### src/rtl/cpu_pkg.sv
// Shared CPU front-end definitions: boot/exception addresses, fetch FSM
// states and the payload held at the IF/ID boundary.
package cpu_pkg;

    localparam int unsigned XLEN = 32;

    localparam logic [XLEN-1:0] RESET_PC   = 32'hBFC0_0000;
    localparam logic [XLEN-1:0] EXC_VECTOR = 32'hBFC0_0380;

    typedef enum logic [1:0] {
        FS_REQ  = 2'd0,
        FS_WAIT = 2'd1,
        FS_HOLD = 2'd2,
        FS_DROP = 2'd3
    } fetch_state_e;

    typedef struct packed {
        logic [XLEN-1:0] pc;
        logic [XLEN-1:0] instr;
        logic            adel;
    } fetch_entry_t;

endpackage

### src/rtl/if_inst_buf.sv
// Single-entry holding register for the fetched instruction presented to ID.
// Clear wins over load, load wins over consume.
module if_inst_buf
    import cpu_pkg::*;
(
    input  logic         clk,
    input  logic         rst,
    input  logic         load_i,
    input  logic         clear_i,
    input  logic         consume_i,
    input  fetch_entry_t entry_i,
    output logic         valid_o,
    output fetch_entry_t entry_o
);

    logic         valid_q, valid_d;
    fetch_entry_t entry_q, entry_d;

    always_comb begin
        valid_d = valid_q;
        entry_d = entry_q;
        if (clear_i) begin
            valid_d = 1'b0;
            entry_d = '0;
        end else if (load_i) begin
            valid_d = 1'b1;
            entry_d = entry_i;
        end else if (consume_i) begin
            valid_d = 1'b0;
        end
    end

    always_ff @(posedge clk) begin
        if (rst) begin
            valid_q <= 1'b0;
            entry_q <= '0;
        end else begin
            valid_q <= valid_d;
            entry_q <= entry_d;
        end
    end

    assign valid_o = valid_q;
    assign entry_o = entry_q;

endmodule

### src/rtl/if_fetch.sv
// Instruction-fetch stage: owns the fetch PC, drives the SRAM-like
// instruction port and buffers one instruction for the IF/ID boundary.
module if_fetch #(
    parameter logic [cpu_pkg::XLEN-1:0] RESET_PC = cpu_pkg::RESET_PC
) (
    input  logic                     clk,
    input  logic                     rst,
    input  logic [cpu_pkg::XLEN-1:0] NPC,
    input  logic                     PCWr,
    input  logic                     PC_Flush,
    input  logic                     IF_Flush,
    output logic [cpu_pkg::XLEN-1:0] PC,
    output logic                     inst_req,
    output logic [cpu_pkg::XLEN-1:0] inst_addr,
    input  logic                     inst_addr_ok,
    input  logic                     inst_data_ok,
    input  logic [cpu_pkg::XLEN-1:0] inst_rdata,
    output logic                     IF_valid,
    output logic [cpu_pkg::XLEN-1:0] IF_PC,
    output logic [cpu_pkg::XLEN-1:0] IF_Instr,
    output logic                     IF_AdEL
);

    import cpu_pkg::*;

    fetch_state_e    state_q, state_d;
    logic [XLEN-1:0] pc_q, pc_d;
    logic [XLEN-1:0] redir_pc_q, redir_pc_d;
    logic            redir_valid_q, redir_valid_d;

    logic            aligned_c;
    logic            req_c;
    logic            buf_load, buf_clear, buf_consume;
    logic            buf_valid;
    fetch_entry_t    buf_in, buf_out;

    assign aligned_c = (pc_q[1:0] == 2'b00);
    assign req_c     = (state_q == FS_REQ) && aligned_c;

    // Next-state, PC and redirect bookkeeping
    always_comb begin
        state_d       = state_q;
        pc_d          = pc_q;
        redir_pc_d    = redir_pc_q;
        redir_valid_d = redir_valid_q;
        buf_load      = 1'b0;
        buf_clear     = 1'b0;
        buf_consume   = 1'b0;
        buf_in        = '{pc: pc_q, instr: '0, adel: 1'b0};

        if (IF_Flush) begin
            pc_d          = NPC;
            redir_valid_d = 1'b0;
            buf_clear     = 1'b0 | 1'b1;
            case (state_q)
                // A request accepted in the flush cycle still owes a data beat
                FS_REQ:           state_d = (req_c && inst_addr_ok) ? FS_DROP : FS_REQ;
                FS_WAIT, FS_DROP: state_d = inst_data_ok ? FS_REQ : FS_DROP;
                default:          state_d = FS_REQ;
            endcase
        end else begin
            case (state_q)
                FS_REQ: begin
                    if (!aligned_c) begin
                        buf_load    = 1'b1;
                        buf_in.adel = 1'b1;
                        state_d     = FS_HOLD;
                    end else if (inst_addr_ok) begin
                        state_d = FS_WAIT;
                    end
                end
                FS_WAIT: begin
                    if (inst_data_ok) begin
                        buf_load     = 1'b1;
                        buf_in.instr = inst_rdata;
                        state_d      = FS_HOLD;
                    end
                end
                FS_HOLD: begin
                    if (PCWr) begin
                        buf_consume   = 1'b1;
                        state_d       = FS_REQ;
                        pc_d          = redir_valid_q ? redir_pc_q : NPC;
                        redir_valid_d = 1'b0;
                    end
                end
                FS_DROP: begin
                    if (inst_data_ok) begin
                        state_d = FS_REQ;
                    end
                end
                default: state_d = FS_REQ;
            endcase

            // Branch resolved before its delay slot arrived: remember the target
            if (PC_Flush && PCWr && (state_q != FS_HOLD)) begin
                redir_pc_d    = NPC;
                redir_valid_d = 1'b1;
            end
        end
    end

    always_ff @(posedge clk) begin
        if (rst) begin
            state_q       <= FS_REQ;
            pc_q          <= RESET_PC;
            redir_pc_q    <= '0;
            redir_valid_q <= 1'b0;
        end else begin
            state_q       <= state_d;
            pc_q          <= pc_d;
            redir_pc_q    <= redir_pc_d;
            redir_valid_q <= redir_valid_d;
        end
    end

    if_inst_buf u_buf (
        .clk       (clk),
        .rst       (rst),
        .load_i    (buf_load),
        .clear_i   (buf_clear),
        .consume_i (buf_consume),
        .entry_i   (buf_in),
        .valid_o   (buf_valid),
        .entry_o   (buf_out)
    );

    assign PC        = pc_q;
    assign inst_req  = req_c;
    assign inst_addr = pc_q;
    assign IF_valid  = buf_valid;
    assign IF_PC     = buf_out.pc;
    assign IF_Instr  = buf_out.instr;
    assign IF_AdEL   = buf_out.adel;

endmodule
### config.mk
export PLATFORM = sky130hd
export DESIGN_NAME = if_fetch
export DESIGN_NICKNAME = d
export VERILOG_FILES = /design/src/rtl/cpu_pkg.sv /design/src/rtl/if_inst_buf.sv /design/src/rtl/if_fetch.sv
export SDC_FILE = /design/constraint.sdc
export NUM_CORES = 1
export LEC_CHECK = 0
export ABC_AREA = 1
export BUFFER_PORTS_ARGS = -buffer_cell sky130_fd_sc_hd__buf_2
export CAP_MARGIN = 20
export CORE_AREA = 4 4 131 133
export CTS_BUF_LIST = sky130_fd_sc_hd__clkbuf_16
export CTS_CLUSTER_SIZE = 24
export DETAILED_ROUTE_END_ITERATION = 10
export DIE_AREA = 0 0 135 137
export SKIP_LAST_GASP = 1
export SLEW_MARGIN = 10
export SYNTH_ARGS = -nofsm -noshare
export SYNTH_HDL_FRONTEND = slang
export SYNTH_SLANG_ARGS = --single-unit
### constraint.sdc
create_clock -name clk -period 2 [get_ports clk]
set_clock_uncertainty 0.2 [all_clocks]
set_input_delay 0.3 -clock clk [delete_from_list [all_inputs] [get_ports clk]]
set_output_delay 0.3 -clock clk [all_outputs]
set_load 0.02 [all_outputs]
# Yosys cells after proc, flatten, opt, wreduce, memory -nomap -nowiden
# Index checks and enable logic that the tools add are counted.
totals:
  word_cells: 66
  output_inout_bits: 131
  ff_bits: 133
  mem_bits_rw: 0
  mem_count: 0
  rom_bits: 0
  latch_bits: 0
op_classes:
  n_reduce_logical: 18
  magnitude_cmp: 0
  mux: 31
  div: 0
  n_eq_ne: 8
  multipliers: 0
  shifts: 0
  add_sub_neg: 0
  bitwise: 1
ops:
  columns: ["op", "n"]
  rows:
  - ["32-bit two-way mux", 6]
  - ["33-bit two-way mux", 1]
  - ["2-bit two-way mux", 8]
  - ["1-bit two-way mux", 13]
  - ["2-bit nonzero test", 5]
  - ["3-bit != test, second input constant", 3]
  - ["2-bit one-hot mux with 4 select lines", 1]
  - ["2-bit AND reduction", 3]
  - ["2-bit OR reduction", 3]
  - ["2-bit equality test, second input constant", 2]
  - ["1-bit logical AND", 4]
  - ["2-bit logical NOT", 2]
  - ["4-bit != test, second input constant", 1]
  - ["2-bit one-hot mux with 2 select lines", 1]
  - ["4-bit AND reduction", 1]
  - ["2-bit by 1-bit equality test with 1-bit output, second input constant", 1]
  - ["2-bit != test, second input constant", 1]
  - ["1-bit one-hot mux with 2 select lines", 1]
  - ["1-bit inverter", 1]

# Longest topological paths before layout
# Gate-level depths: netlist (run 1).
depth:
  ltp_word: 6
  ltp_mapped: 9
  depth_no_buf: 8

# Cells and area by module
# Synthesis (run 1) repeated with hierarchy kept, for this count alone.
unflattened:
  cells_unflattened: 790
  area_unflattened_um2: 5838.1
modules_own_cells:
  columns: ["module", "n_inst", "area_each_um2", "cells_per_inst"]
  rows:
  - ["if_fetch", 1, 3528.4, 501]
  - ["if_inst_buf", 1, 2309.7, 289]

# Worst setup path after synthesis (run 1)
# Ideal clock, no wire load.
synth_path:
  path_type: "register to register"
  from: "register state_q[0]"
  to: "register u_buf.entry_q, in the netlist u_buf.entry_o[56]"
  setup_ps: 116
  synth_period_minus_slack_ps: 1534
  arrival_ps: 1218
  path_buffers: 3
  path_stages_with_launch: 10
  slack_ps: 466
  t_required_ps: 1684
  cell_sequence: "dfxtp_1 buf_2 nor2_2 nand3_1 nand2_2 inv_2 buf_4 buf_4 nor2_1 nor2_1"
synth_via:
  elab_chain_len: 3
  word_cells_on_any_way: 4
synth_lines:
  columns: ["item", "line_no", "source"]
  rows:
  - ["start: declaration", "if_fetch.sv:26", "fetch_state_e state_q, state_d;"]
  - ["start signal: assignment", "if_fetch.sv:110", "state_q <= state_d;"]
  - ["2-bit by 1-bit equality test with 1-bit output or 2-bit logical NOT (tied branches)", "if_fetch.sv:62", "case (state_q)"]
  - ["1-bit one-hot mux with 2 select lines (*)", "if_fetch.sv:62", null]
  - ["1-bit two-way mux (*)", "if_fetch.sv:51", "if (IF_Flush) begin"]
  - ["end signal: assignment", "if_inst_buf.sv:39", "entry_q <= entry_d;"]
  - ["end: declaration", "if_inst_buf.sv:17", "fetch_entry_t entry_q, entry_d;"]
# Every way passes the cells marked *; elsewhere a longest branch is shown, timed or not.
# A chain may end at the register's enable or synchronous reset.

# Final worst setup path (run 1)
layout_path:
  from: "register state_q[0]"
  to: "output port inst_req"
layout_via:
  elab_chain_len: 2
layout_lines:
  columns: ["item", "line_no", "source"]
  rows:
  - ["2-bit logical NOT", "if_fetch.sv:38", "assign req_c = (state_q == FS_REQ) && aligned_c;"]
  - ["1-bit logical AND", "if_fetch.sv:38", null]
  - ["end: declaration", "if_fetch.sv:13", "output logic inst_req,"]
# No other way between the ends.

==> results.json, run 1 <==
{
  "startpoint": "state_q[0]$_SDFFE_PP0P_",
  "ff_latch_area_um2": 2660,
  "num_rows": 46,
  "final_period_minus_worst_setup_slack_ps": 1930,
  "holdPathStages": 3,
  "critPathRequiredTime_ps": 1500,
  "yosys.area_share.simple_pct": 17.7,
  "nNetsFinal": 984,
  "drv_slew": 0,
  "critPathSlowestCell": "dfxtp_1",
  "cp_top_family": "buffers and inverters",
  "hold_path_class": "in -> reg",
  "floorplan.die.height_um": 137,
  "first_pass_iters": 5,
  "synth.most_common_cell": "nand2_1",
  "seq_area_frac_synth_pct": 48.5,
  "grt-ovfl-total": 0,
  "cts_made_buffers": 17,
  "initial_utilization_pct": 34.7,
  "drtAntennaViolNets": 0,
  "synth.net_count": 792,
  "syn2layout_area_growth_pct": 36.8,
  "num_antenna_cells": 0,
  "rr_worst_depth": 5,
  "netlist_area_um2": 5490,
  "synthXorXnorAreaFrac_pct": 0,
  "rsz0062_at_grt": "no",
  "cts_max_level": 4,
  "grt_usage_pct": 16.9,
  "multi_input_combinational_cell_area_um2": 1980,
  "synthTopCellsByArea": "dfxtp_1, nand2_1, buf_4",
  "worst_skew_pair.late_latency_ps": 410,
  "path_cells": "buf_4, nor3_1, buf_2",
  "detail_route.wirelength_mm": 15.8,
  "cts_resized": 0,
  "fraction_of_the_mapped_netlist_area_in_compound_gates_pct": 18.0,
  "cellPowerDensity_nw_per_um2": 934,
  "wl_per_cell_um": 13.8,
  "dpl.hpwl_mm": 10.7,
  "placed_area_um2": 6280,
  "die_outline_area_um2": 18500,
  "worstSetupStartpointType": "flop",
  "grt_pass1_vias": 4558,
  "num-fill-cells": 1565,
  "report.final.setup_viol": 0,
  "total_via_count_in_the_routed_design": 5055,
  "reg2reg_slack_ps": 270,
  "synth_commonest_cells": "nand2_1, dfxtp_1, o21ai_0",
  "port-buffer-count": 201,
  "static_leakage_nw": 3.42,
  "drt_drc_violations_left": 0,
  "setup_total_negative_slack_ps": 0,
  "cts_max_path_buffers": 2,
  "cts_root_buffer": "clkbuf_16",
  "number_of_clock_sinks": 133,
  "result_of_the_run": "completed",
  "detailedRoute.firstIterationViolations": 262,
  "holdWs_ps": 35.4,
  "post_synth_fa_ha_maj_area_fraction_pct": 0,
  "grt_start_max_net_pins": 67,
  "min-delay-start": "NPC[22]",
  "number_of_flops_mapped_to_enable_cells_by_yosys": 0,
  "postSynth.asyncResetShare_pct": 0,
  "post_route_cells_drive_above_1_share_pct": 27.5,
  "period_share_pct": 96.5,
  "synth.yosys.warnings": 0,
  "synth.largest_area_cell": "dfxtp_1",
  "post-route-cell-area_um2": 7510,
  "gpl.final_weighted_congestion": 0.828,
  "worst_setup_hold_path_clk_slew_ps": 60,
  "timing.critical_path.slowest_cell_delay_ps": 340,
  "fin_total_pwr_mw": 7.01,
  "worst_setup_path_end_kind": "primary output",
  "worstPathArrival_ps": 1430,
  "synth.mux.area_fraction_pct": 0,
  "ys_ff_latch": 133,
  "synth_ff_type": "dfxtp_1",
  "fmaxAchievable_mhz": 518,
  "syn_inst": 721,
  "syn_area_per_cell_um2": 7.61,
  "critPathBufInv": 2,
  "dp_cells": 1045,
  "slew_headroom_pct": 48.9,
  "wire_length_of_the_first_global_routing_pass_mm": 24.6,
  "final-hold-violation-count": 0,
  "timing.rr.start": "state_q[0]$_SDFFE_PP0P_",
  "antenna_found_initial": 1,
  "stdcell_count": 1142,
  "vias_per_cell": 4.43,
  "post_synth_num_cell_types": 20,
  "tritoncts": "yes",
  "r2r_end": "state_q[0]$_SDFFE_PP0P_",
  "design.portCount": 202,
  "dominant_combinational_cell_family_by_area_after_synthesis": "compound AO/OA/AOI/OAI gates",
  "maxCapViolCount": 0,
  "die_width_um": 135,
  "transition_at_the_pin_with_the_smallest_max_transition_slack_ps": 766,
  "core_um2": 15800,
  "ir_worst_vdd_uv": 572,
  "worst-path-max-fanout": 4,
  "yosys.area.top_type_share_pct": 48.5,
  "hold_path_end": "redir_pc_q[22]$_SDFFE_PP0P_",
  "critPathKind": "reg -> out"
}
-- worst max-delay path by stage --
stage	to	slack (ps)	depth (start not counted)
final	inst_req	70	3
after global routing	inst_req	10	4
after CTS	inst_req	80	4
after detailed placement	redir_pc_q[2]$_SDFFE_PP0P_	290	7
after global placement	redir_pc_q[5]$_SDFFE_PP0P_	320	7
after floorplan	u_buf.entry_o[56]$_SDFFE_PP0P_	470	9
-- worst min-delay path, cell delays in order --
cell     delay [ps]
buf_2           100
o21ai_0          90
a21oi_1         120
-- per-layer routing --
layer | track usage [%] | vias up | wire [um]
met1 | 23.2 | 2214 | 7530
met2 | 25.3 | 148 | 7000
met4 | 5.71 | 2 | 199
met5 | 0 | - | 20
met3 | 5.07 | 16 | 1060
li1 | - | 2675 | -
-- power breakdown --
group	internal, mW	total (mW)	switching [mW]
clock	1.92	3.03	1.11
combinational	0.409	1.07	0.664
sequential	2.79	2.91	0.117
total	5.12	7.01	1.89
-- repair_timing --
item                                   CTS  global route
hold buffers                            65             0
endpoints found under the hold margin   82             0
buffers inserted                         0             0
-- state kept, by name (all words and copies together) (netlist names) --
signal         cells
u_buf.entry_o     65
PC                32
redir_pc_q        32
u_buf.valid_o      1
state_q            2
redir_valid_q      1
-- placed cells by master (no fill, tap or decap), drive strengths merged --
cell type | netlist | routed
dlygate4sd3 | 0 | 65
clkinvlp | 0 | 2
inv | 44 | 46
a31oi | 21 | 21
a21oi | 78 | 78
clkinv | 0 | 8
nor3 | 2 | 2
nor2 | 53 | 53
buf | 83 | 219
bufinv | 0 | 3
o21ai | 91 | 91
nand3 | 35 | 35
nand2 | 151 | 151
nand4 | 1 | 1
clkbuf | 28 | 17
o211ai | 1 | 1
dfxtp | 133 | 133
-- through the flow --
step / utilization [%] / worst slack [ps]
after global routing: 47.4 / 11.1
after floorplan: - / 466
after CTS: 47.4 / 78.0
final: 47.4 / 70.3
after global placement: 39.7 / 320
after detailed placement: 39.7 / 290
-- area by class of cell --
class                           instances  share of cell area (%)
Inverter                               44                    2.20
Clock buffer                           17                    5.67
Timing Repair Buffer                  284                    24.7
Tap cell                              216                    3.60
Multi-Input combinational cell        433                    26.4
Sequential cell                       133                    35.5
Clock inverter                         15                    1.97
-- kinds of logic (layout without fill, tap and decap cells) --
family          after synthesis  in the layout
compound gates              191            191
buf+inv                     155            360
flops                       133            133
simple gates                242            242
Note: power is estimated with default switching activity, not from simulation.
==> inputs of run 2 (changes only) <==
Settings changed: CORE_AREA 4 4 131 133 to 4 4 111 113, DIE_AREA 0 0 135 137 to 0 0 115 117, PLACE_DENSITY set to 0.79, RECOVER_POWER set to 100.
==> run 2 against run 1 <==
Worst hold slack got worse by 24 ps. Utilization rose by 16 points. Critical path type unchanged. Cell count fell by 7.4%. Clock power rose by 6%. Via count rose by 3.1%. Design area fell by 4.7%.
==> results.json, run 2 (same netlist as run 1, synthesis figures left out) <==
{
  "result_of_the_run": "completed",
  "top_library_cells_by_usage_in_the_layout_fill_and_taps_aside": "nand2_1, dfxtp_1, clkbuf_1",
  "core_um2": 11300,
  "worstPathArrival_ps": 1360,
  "worstSetupStartpointType": "flop",
  "syn2layout_area_growth_pct": 30.4,
  "grt_start_max_net_pins": 67,
  "static_leakage_nw": 2.89,
  "grt_pass1_vias": 4641,
  "final_period_minus_worst_setup_slack_ps": 1860,
  "maxCapViolCount": 0,
  "grt_usage_pct": 21.8,
  "cts_max_level": 4,
  "transition_at_the_pin_with_the_smallest_max_transition_slack_ps": 715,
  "setup_total_negative_slack_ps": 0,
  "tritoncts": "yes",
  "fin_total_pwr_mw": 7.13,
  "total_via_count_in_the_routed_design": 5210,
  "vias_per_cell": 4.92,
  "drtAntennaViolNets": 0,
  "critPathRequiredTime_ps": 1500,
  "cts_resized": 0,
  "wl_per_cell_um": 14.4,
  "worst_setup_path_end_kind": "primary output",
  "dp_worst_setup_slack_ps": 218,
  "ir_worst_vdd_uv": 554,
  "post_route_cells_drive_above_1_share_pct": 12.8,
  "holdPathStages": 3,
  "mostFrequentLayoutCell": "nand2_1",
  "port-buffer-count": 201,
  "period_share_pct": 92.9,
  "multi_input_combinational_cell_area_um2": 1960,
  "report.final.setup_viol": 0,
  "design.portCount": 202,
  "rsz0062_at_grt": "no",
  "worst-path-max-fanout": 5,
  "cts_root_buffer": "clkbuf_16",
  "final-hold-violation-count": 0,
  "grt-ovfl-total": 0,
  "gpl.final_weighted_congestion": 0.869,
  "detailedRoute.firstIterationViolations": 618,
  "cts_made_buffers": 17,
  "die_outline_area_um2": 13500,
  "hold_path_end": "redir_pc_q[27]$_SDFFE_PP0P_",
  "num_rows": 39,
  "num_antenna_cells": 0,
  "floorplan.die.height_um": 117,
  "number_of_clock_sinks": 133,
  "largest_register_ff_count": 65,
  "cellPowerDensity_nw_per_um2": 996,
  "hold_path_class": "in -> reg",
  "nNetsFinal": 973,
  "rr_worst_depth": 7,
  "drv_slew": 0,
  "reg2reg_slack_ps": 220,
  "worst_setup_hold_path_clk_slew_ps": 50,
  "antenna_found_initial": 1,
  "dpl.hpwl_mm": 9.64,
  "ff_latch_area_um2": 2660,
  "timing.final.ws_setup_ps": 142,
  "cts_max_path_buffers": 2,
  "critPathKind": "reg -> out",
  "worst_skew_pair.late_latency_ps": 410,
  "fmaxAchievable_mhz": 538,
  "detail_route.wirelength_mm": 15.2,
  "first_pass_iters": 5,
  "r2r_end": "u_buf.entry_o[30]$_SDFFE_PP0P_",
  "timing.rr.start": "state_q[0]$_SDFFE_PP0P_",
  "num-fill-cells": 987,
  "min-delay-start": "NPC[27]",
  "wire_length_of_the_first_global_routing_pass_mm": 23.6,
  "cts_setup_buffers": 0,
  "drt_drc_violations_left": 0,
  "slew_headroom_pct": 52.3,
  "die_width_um": 115,
  "initial_utilization_pct": 48.5
}
[run 2: cell types whose count changed in the layout (fill, tap and decap cells not counted), sizes merged]
cell | before | now
buf | 219 | 83
clkbuf | 17 | 149
dlygate4sd3 | 65 | 58
inv | 46 | 47
bufinv | 3 | 4
clkinv | 8 | 4
clkinvlp | 2 | 4
[run 2: critical path, cell delays in order, from the launching register on]
cell,delay [ps]
dfxtp_1,370
inv_1,90
nand2_1,100
nor3_1,170
buf_2,210
[run 2: area by class of cell]
cell class | count | share of cell area, %
sequential | 133 | 37.2
multi-input combinational | 433 | 27.4
timing repair buffer | 273 | 22.0
clock buffer | 17 | 5.95
clock inverter | 15 | 2.64
tap | 143 | 2.50
inverter | 44 | 2.31
[run 2: layer usage]
layer / routed length [um] / up-vias / track usage (%)
li1: - / 2647 / -
met1: 6810 / 2326 / 29.2
met2: 6900 / 212 / 34.1
met3: 1260 / 23 / 6.89
met4: 217 / 2 / 6.03
met5: 13 / - / 0
[run 2: through the flow]
stage          hold slack [ps]  std cells  instance area (um2)  utilization (%)
2_1_floorplan              169        721                 5490                -
3_3_place_gp               230        968                 6150             54.3
3_5_place_dp               234        968                 6150             54.3
4_1_cts                  0.332       1058                 7340             64.8
5_1_grt                   26.6       1058                 7160             63.2
6_report                  11.3       1058                 7160             63.2
[run 2: repair_timing]
| item | CTS | global route |
|---|---|---|
| hold endpoints to repair | 70 | 0 |
| endpoints found under the setup margin | 0 | 0 |
| hold buffers | 58 | 0 |
[run 2: where the power goes]
group          internal (mW)  switching (mW)  leakage [nW]
clock network           2.07            1.14         0.295
logic                  0.345           0.652          1.51
registers               2.79           0.124          1.09
total                   5.21            1.92          2.89
[run 2: how the worst max path moves through the flow]
stage	start	endpoint	depth (start not counted)
after detailed placement	IF_Flush	u_buf.entry_o[27]$_SDFFE_PP0P_	9
after CTS	PC[1]$_SDFFE_PP0P_	inst_req	4
final	PC[0]$_SDFFE_PP0P_	inst_req	4
after global routing	PC[1]$_SDFFE_PP0P_	inst_req	4
after global placement	state_q[0]$_SDFFE_PP0P_	PC[1]$_SDFFE_PP0P_	6
after floorplan	state_q[0]$_SDFFE_PP0P_	u_buf.entry_o[56]$_SDFFE_PP0P_	9
==> inputs of run 3 (changes only) <==
Settings changed: BUFFER_PORTS_ARGS -buffer_cell sky130_fd_sc_hd__buf_2 to -buffer_cell sky130_fd_sc_hd__buf_4.
==> run 3 against run 2 <==
Clock-buffer cell count unchanged. Worst setup slack improved by 1.5 ps. First-iteration DRC count decreased by 22%. Sequential cell count unchanged. Die area unchanged. Worst hold slack got worse by 6.3 ps. Critical path type unchanged. Largest cell class unchanged.
==> results.json, run 3 (same netlist as run 1, synthesis figures left out) <==
{
  "largest_register_ff_count": 65,
  "transition_at_the_pin_with_the_smallest_max_transition_slack_ps": 699,
  "initial_utilization_pct": 48.5,
  "maxCapViolCount": 0,
  "grt_usage_pct": 23.0,
  "post-route-cell-area_um2": 7350,
  "number_of_clock_sinks": 133,
  "first_pass_iters": 5,
  "top_library_cells_by_usage_in_the_layout_fill_and_taps_aside": "nand2_1, dfxtp_1, clkbuf_1",
  "hold_path_class": "in -> reg",
  "worst_setup_path_end_kind": "primary output",
  "cts_max_path_buffers": 2,
  "detailedRoute.firstIterationViolations": 484,
  "antenna_found_initial": 0,
  "period_share_pct": 92.8,
  "floorplan.die.height_um": 117,
  "rsz0062_at_grt": "no",
  "stdcell_count": 1067,
  "post-route-util_pct": 64.9,
  "num_rows": 39,
  "cts_max_level": 4,
  "path_cells": "inv_1, nand2_1, nor3_1, buf_2",
  "worst_setup_hold_path_clk_slew_ps": 60,
  "design.portCount": 202,
  "fmaxAchievable_mhz": 539,
  "cellPowerDensity_nw_per_um2": 953,
  "worst_skew_pair.late_latency_ps": 420,
  "drt_drc_violations_left": 0,
  "critPathRequiredTime_ps": 1500,
  "syn2layout_area_growth_pct": 33.9,
  "slew_headroom_pct": 53.3,
  "gpl.final_weighted_congestion": 0.806,
  "tritoncts": "yes",
  "placed_area_um2": 6640,
  "ir_worst_vdd_uv": 526,
  "timing.critical_path.slowest_cell_delay_ps": 380,
  "final-hold-violation-count": 0,
  "total_via_count_in_the_routed_design": 5377,
  "drv_slew": 0,
  "detail_route.wirelength_mm": 16.0,
  "dp_cells": 970,
  "num_antenna_cells": 0,
  "die_outline_area_um2": 13500,
  "result_of_the_run": "completed",
  "cts_resized": 0,
  "critPathSlowestCell": "dfxtp_1",
  "grt_start_max_net_pins": 67,
  "cts_made_buffers": 17,
  "nNetsFinal": 982,
  "mostFrequentLayoutCell": "nand2_1",
  "cts.hold.buffers_added": 65,
  "worstPathArrival_ps": 1360,
  "setup_total_negative_slack_ps": 0,
  "cts_setup_buffers": 0,
  "dpl.hpwl_mm": 10.4,
  "grt_pass1_vias": 4715,
  "final_period_minus_worst_setup_slack_ps": 1860,
  "worst-path-max-fanout": 5,
  "cts_root_buffer": "clkbuf_16",
  "wl_per_cell_um": 15.0,
  "static_leakage_nw": 2.94,
  "port-buffer-count": 201,
  "die_width_um": 115,
  "vias_per_cell": 5.04,
  "report.final.setup_viol": 0,
  "post_route_cells_drive_above_1_share_pct": 13.3,
  "drtAntennaViolNets": 0,
  "fin_total_pwr_mw": 7.00,
  "grt-ovfl-total": 0,
  "worstSetupStartpointType": "flop",
  "core_um2": 11300,
  "wire_length_of_the_first_global_routing_pass_mm": 24.4,
  "critPathKind": "reg -> out"
}
## run 3: layer usage
layer	vias up	GRT usage (%)	wire length (um)
met1	2433	29.6	6870
met4	0	8.45	261
met2	239	37.3	7570
met5	-	0	0
met3	30	6.17	1340
li1	2675	-	-
## run 3: through the flow
step	hold WS, ps	setup slack (ps)
after floorplan	169	466
after global placement	231	291
after detailed placement	234	246
after global routing	6.00	26.4
after CTS	1.86	152
final	5.01	144
## run 3: cell type report
class	count	area, um2
sequential	133	2660
timing repair buffer	282	1800
fill	1055	3970
tap	143	179
inverter	44	165
multi-input combinational	433	1960
clock inverter	15	155
clock buffer	17	425
## run 3: report_power, final
| group | total (mW) | switching, mW | internal (mW) |
|---|---|---|---|
| sequential | 2.92 | 0.128 | 2.79 |
| combinational | 1.05 | 0.663 | 0.387 |
| clock | 3.03 | 1.19 | 1.84 |
| total | 7.00 | 1.98 | 5.02 |
## run 3: critical path: cells and delay by family (launching register included)
family        cells  cell delay, ps
simple gates      2             250
buf+inv           2             310
flops             1             380
## run 3: final timing paths
| check | start | to | slack, ps | depth (start not counted) |
|---|---|---|---|---|
| setup / recovery | PC[1]$_SDFFE_PP0P_ | inst_req | 140 | 4 |
| hold / removal | NPC[22] | redir_pc_q[22]$_SDFFE_PP0P_ | 5 | 3 |
| setup reg to reg | state_q[0]$_SDFFE_PP0P_ | u_buf.entry_o[10]$_SDFFE_PP0P_ | 160 | 5 |
| hold reg to reg | redir_pc_q[3]$_SDFFE_PP0P_ | redir_pc_q[3]$_SDFFE_PP0P_ | 240 | 2 |
